--- src/rtl/dds_rom_scheduler.sv ---
// Two-channel DDS sequencer sharing one registered-read sine ROM.
// Each sample tick walks IDLE -> ADDR1 -> CAP0 -> CAP1 to issue both reads and capture both results.
module dds_rom_scheduler #(
    parameter int PHASE_W  = 32,
    parameter int LUT_BITS = 10,
    parameter int ADDR_W   = 11,
    parameter int DATA_W   = 16
) (
    input  logic                      clock,
    input  logic                      reset,
    input  logic                      enable,
    input  logic                      phase_clear,
    input  logic                      sample_tick,
    input  logic        [PHASE_W-1:0] tune_word0,
    input  logic        [PHASE_W-1:0] tune_word1,
    output logic        [ADDR_W-1:0]  rom_addr,
    input  logic signed [DATA_W-1:0]  rom_data,
    output logic signed [DATA_W-1:0]  sample0,
    output logic signed [DATA_W-1:0]  sample1,
    output logic                      sample_valid,
    output logic                      busy,
    output logic                      overrun
);

    typedef enum logic [1:0] {
        IDLE  = 2'd0,
        ADDR1 = 2'd1,
        CAP0  = 2'd2,
        CAP1  = 2'd3
    } state_t;

    state_t                     state_q;
    logic        [PHASE_W-1:0]  phase0_q;
    logic        [PHASE_W-1:0]  phase1_q;
    logic        [PHASE_W-1:0]  phase0_d;
    logic        [PHASE_W-1:0]  phase1_d;
    logic        [ADDR_W-1:0]   rom_addr_q;
    logic signed [DATA_W-1:0]   sample0_q;
    logic signed [DATA_W-1:0]   sample1_q;
    logic                       valid_q;
    logic                       overrun_q;
    logic                       tick_req;

    // Table index is the top LUT_BITS of the pre-increment phase, zero-extended to the port width.
    function automatic logic [ADDR_W-1:0] lut_index(input logic [PHASE_W-1:0] ph);
        return ADDR_W'(ph[PHASE_W-1 -: LUT_BITS]);
    endfunction

    assign phase0_d = phase0_q + tune_word0;
    assign phase1_d = phase1_q + tune_word1;
    assign tick_req = sample_tick & enable & ~phase_clear;

    always_ff @(posedge clock or posedge reset) begin
        if (reset) begin
            state_q    <= IDLE;
            phase0_q   <= '0;
            phase1_q   <= '0;
            rom_addr_q <= '0;
            sample0_q  <= '0;
            sample1_q  <= '0;
            valid_q    <= 1'b0;
            overrun_q  <= 1'b0;
        end else begin
            valid_q <= 1'b0;
            if (phase_clear) begin
                // Abort: phases restart at zero, samples and ROM address keep their last values.
                state_q  <= IDLE;
                phase0_q <= '0;
                phase1_q <= '0;
            end else begin
                if (tick_req && state_q != IDLE) begin
                    overrun_q <= 1'b1;
                end
                case (state_q)
                    IDLE: begin
                        if (tick_req) begin
                            rom_addr_q <= lut_index(phase0_q);
                            phase0_q   <= phase0_d;
                            state_q    <= ADDR1;
                        end
                    end
                    ADDR1: begin
                        rom_addr_q <= lut_index(phase1_q);
                        phase1_q   <= phase1_d;
                        state_q    <= CAP0;
                    end
                    CAP0: begin
                        sample0_q <= rom_data;
                        state_q   <= CAP1;
                    end
                    CAP1: begin
                        sample1_q <= rom_data;
                        valid_q   <= 1'b1;
                        state_q   <= IDLE;
                    end
                    default: state_q <= IDLE;
                endcase
            end
        end
    end

    assign rom_addr     = rom_addr_q;
    assign sample0      = sample0_q;
    assign sample1      = sample1_q;
    assign sample_valid = valid_q;
    assign overrun      = overrun_q;
    assign busy         = (state_q != IDLE);

endmodule

--- config.mk ---
export PLATFORM = sky130hd
export DESIGN_NAME = dds_rom_scheduler
export DESIGN_NICKNAME = d
export VERILOG_FILES = /design/src/rtl/dds_rom_scheduler.sv
export SDC_FILE = /design/constraint.sdc
export NUM_CORES = 1
export LEC_CHECK = 0
export ABC_AREA = 0
export CAP_MARGIN = 0
export CORE_MARGIN = 4
export CORE_UTILIZATION = 45
export DETAILED_ROUTE_END_ITERATION = 10
export PLACE_DENSITY = 0.82
export SETUP_SLACK_MARGIN = 0.2
export SLEW_MARGIN = 20
export SYNTH_ARGS = -nofsm -noshare
export SYNTH_HDL_FRONTEND = slang
export SYNTH_SLANG_ARGS = --single-unit
--- constraint.sdc ---
create_clock -name clock -period 4.2 [get_ports clock]
set_input_delay 0.63 -clock clock [delete_from_list [all_inputs] [get_ports clock]]
set_output_delay 0.63 -clock clock [all_outputs]
set_load 0.03 [all_outputs]
Word-level counts from Yosys, hierarchy flattened
Index checks and enable logic that the tools add are counted.

Bits in registers: 111. Bits in latches: 0. RAM bits: 0. Memory bits (read-only): 0. Bits of input ports: 85. Output and inout bits: 46. Word-level logic and storage cells: 42. Memories kept: 0.

Add/sub/neg operators: 2. Multiply operators: 0. Div/mod/pow operators: 0. Magnitude comparators: 0. Equal/unequal tests: 5. Shifts and indexed selects: 0. Muxes and demuxes: 12. Bitwise gates (word level): 3. Reductions and logical operators: 12.

Operators with widths (count): $mux W32 (5); $add A32 B32 Y32 (2); $pmux W11 S2 (1); $mux W11 (1); $reduce_bool A2 Y1 (5); $pmux W2 S4 (1); $reduce_and A2 Y1 (4); $eq A2 B2 Y1 const B (2); $mux W2 (2); $ne A3 B3 Y1 const B (1); $reduce_and A3 Y1 (1); $and A1 B1 Y1 (2); $eq A2 B1 Y1 const B (1); $logic_not A2 Y1 (1); $mux W1 (2); $ne A2 B2 Y1 const B (1); $logic_and A1 B1 Y1 (1); $not A1 Y1 (1).

Longest topological paths before layout
Word-level depth: 5. Mapped depth: 11. Mapped depth without buffers: 11.

Worst setup path before layout
OpenSTA, ideal clock, no wires.

Path kind: input to register. Start: input port tune_word0[0]. End: register phase0_q[30]. Library setup time: 0.129 ns. Data arrival time: 2.609 ns. Data required time: 4.071 ns. Path slack: 1.462 ns. Stages: 11. Buffers on the path: 0. Cells stage by stage: ha_1 -> inv_1 -> fa_1 -> nand2b_1 -> a21oi_1 -> o311ai_1 -> a21boi_2 -> o21ai_1 -> o311ai_2 -> xnor2_1 -> o21ai_1.

Longest elaborated chain between the ends: 4.

Ends and longest elaborated chain: start, declared (RTL line 14) `input logic [PHASE_W-1:0] tune_word0,`; $add A32 B32 Y32 (RTL line 49) `assign phase0_d = phase0_q + tune_word0;`; $mux W32 (RTL line 76) `if (tick_req) begin`; $mux W32 (RTL line 74) `case (state_q)`; $mux W32 (RTL line 65) `if (phase_clear) begin`; end signal, assigned (RTL line 78) `phase0_q <= phase0_d;`; end, declared (RTL line 33) `logic [PHASE_W-1:0] phase0_q;`.

Every way passes these cells. The select of a mux whose other input is x is not followed. A chain may end at the register's enable or synchronous reset.

Worst setup path in the final report
Same ends and word-level chain as after synthesis.

==> impl_metrics.tcl <==
set metrics [dict create \
    dp.cells 1148 \
    synthFlopType "dfrtp_1" \
    synth_edf_count 0 \
    critical_path_class "input pin to flip-flop" \
    nets 1092 \
    numPortBuffers 129 \
    synth_cells 824 \
    synth_seq_cells 110 \
    routedWlPerCell_um 16.3 \
    syn_area_um2 7640 \
    p_leak_nw 4.18 \
    htree_levels 3 \
    synth_top_area_cell "dfrtp_1" \
    hold_buffers 0 \
    fin_ws_ns 1.06 \
    ys_types 75 \
    post_cts_resized 0 \
    crit_path_start_kind "input pin" \
    dr.pass1.iters 8 \
    die_w_um 138 \
    wl_met1_um 8490 \
    met3WireLength_um 1200 \
    worst_slew_pin_slew_ns 0.860 \
    antennaDiodeCount 0 \
    syn_to_final_growth_pct 23.6 \
    hold_viol 0 \
    nFillCells 1473 \
    ios 131 \
    num_vias 6556 \
    ant_nets 0 \
    clk_path_buf_depth 2 \
    crit_start "tune_word0[0]" \
    grt_pass1_vias 6582 \
    wl_met2_um 9120 \
    clk_latency_ns 0.36 \
    ys.warnings.count 0 \
    synth_top_area_share_pct 36.0 \
    hpwl_um 14100 \
    start_util_pct 46.1 \
    regArea_um2 2750 \
    holdCritPathClass "flip-flop to flip-flop" \
    cts_tree "yes" \
    dp_worst_setup_slack_ns 0.728 \
    wl_um 19000 \
    hp-start "overrun" \
    ys_top_cells_by_count "dfrtp_1 (110), nand2_1 (72), a21oi_1 (69)" \
    postCtsSetupRepairBufs 0 \
    path_clk_slew_ns 0.09 \
    crit_required_ns 4.44 \
    die_area_um2 19100 \
    top_layer "met4" \
    die_height_um 138 \
    fin_crit_sh_pct 74.8 \
    gp_congestion 0.920 \
    holdWs_ns 0.459 \
    synthArstFlopShare_pct 100 \
    relSlewSlack_pct 42.7 \
    drt-initial-drc-count 350 \
    fin_crit_ns 3.14 \
    rsz0062_at_grt "no" \
    synth_nets 977 \
    cts_sinks 110 \
    cts_root_buf "clkbuf_16" \
    ir_worst_vdd_mv 0.324 \
    core_area_um2 16600 \
    status "finished, final reports clean" \
    grt_max_degree 58 \
    multiInputGateArea_um2 4640 \
    cap_violations 0 \
    grt_overflow 0 \
    rows 47 \
    setup_viol 0 \
    cp_max_fo 4 \
    worst_setup_path_end_kind "flip-flop" \
    tns_ns 0 \
    drcViolationCount 0 \
    yosysSeqAreaShare_pct 36.0 \
    vias_per_cell 5.63 \
    cts_buffers 9 \
    grt_pass1_wl_um 31800 \
    finClkSkew_ns 0.00850 \
    powerDensity_nw_per_um2 584 \
    gr-usage-all-layers_pct 19.5 \
    r2r-start "phase1_q[10]" \
    avgSynthCellArea_um2 9.27 \
    fmax_mhz 318 \
    cp.arrival_ns 3.38 \
    yosysMostFrequentCell "dfrtp_1" \
    maxSlewViolCount 0 \
    finalCoreUtilization_pct 56.9 \
    final_cells 1164 \
    synth_area_leaders "dfrtp_1 (36%), ha_1 (11%), mux2_2 (4.9%)" \
    antenna_found_initial 0 \
    drive_gt1_share_pct 8.58 \
    reg2reg_setup_slack_ns 1.37 \
]
[per-stage QoR]
stage	instance area (um^2)	power [mW]
after floorplan	7640	3.73
after global placement	9130	4.55
after detailed placement	9130	4.63
after CTS	9440	5.55
after global routing	9440	5.91
final	9440	5.51
[path summary, 6_finish.rpt]
| check | endpoint | cells after the start |
|---|---|---|
| max | phase0_q[30] | 12 |
| max reg2reg | phase1_q[31] | 9 |
| min | overrun | 1 |
| min in group asynchronous | phase0_q[1] | 2 |
| min reg2reg | overrun | 1 |
| max in group asynchronous | phase1_q[22] | 3 |
[worst max-delay path: stages]
cell	delay (ns)
clkdlybuf4s50_1	0.47
ha_1	0.21
inv_1	0.07
fa_1	0.38
nand2b_1	0.19
a21oi_1	0.28
o311ai_1	0.22
a21boi_2	0.23
o21ai_1	0.14
o311ai_2	0.34
xnor2_1	0.15
o21ai_1	0.07
[registers in the layout, summed over array words and instances, names as in the netlist]
signal	count
sample_valid	1
sample0	16
overrun	1
state_q	2
phase1_q	32
sample1	16
phase0_q	32
rom_addr	10
[logic make-up (layout without fill, tap and decap cells)]
logic type      Yosys count  count (layout)  share of synthesized area, %
compound gates          253             253                          21.9
xor+xnor                 47              47                          5.39
fa+ha+maj                68              68                          11.3
buf+inv                  62             182                          3.34
flops                   110             110                          36.0
mux                      58              58                          8.16
other cells               1               1                        0.0491
simple gates            225             225                          13.7
[placed cells by master, fill, tap and decap left out, drive strengths merged, types with 11 or more instances in the layout]
cell type,synthesis,routed
nand2b,14,14
inv,28,32
nor2,64,64
nor3,12,12
dfrtp,110,110
a21oi,74,74
xor2,18,18
xnor2,29,29
nand3,22,22
mux2i,24,24
ha,66,66
o21ai,58,58
a21o,21,21
clkdlybuf4s50,0,129
nand2,72,72
mux2,34,34
o21bai,11,11
[report_power, final]
part	total, mW	switching, mW	internal, mW
registers	1.64	0.232	1.40
clock network	0.882	0.455	0.428
logic	2.99	1.68	1.31
[area by class of cell]
type	instances	share of cell area, %
multi-input cells	652	49.1
flip-flops and latches	110	29.2
repair buffers	138	14.4
clock inverters	7	0.862
well taps	220	2.92
clock buffers	9	2.39
inverters	28	1.14
[routing by layer]
layer	vias to the layer above	track usage, %
met5	-	0
met4	0	4.37
met3	17	4.73
met2	172	33.2
met1	3143	25.4
li1	3224	-
No activity file was read; power rests on OpenSTA's default activity.
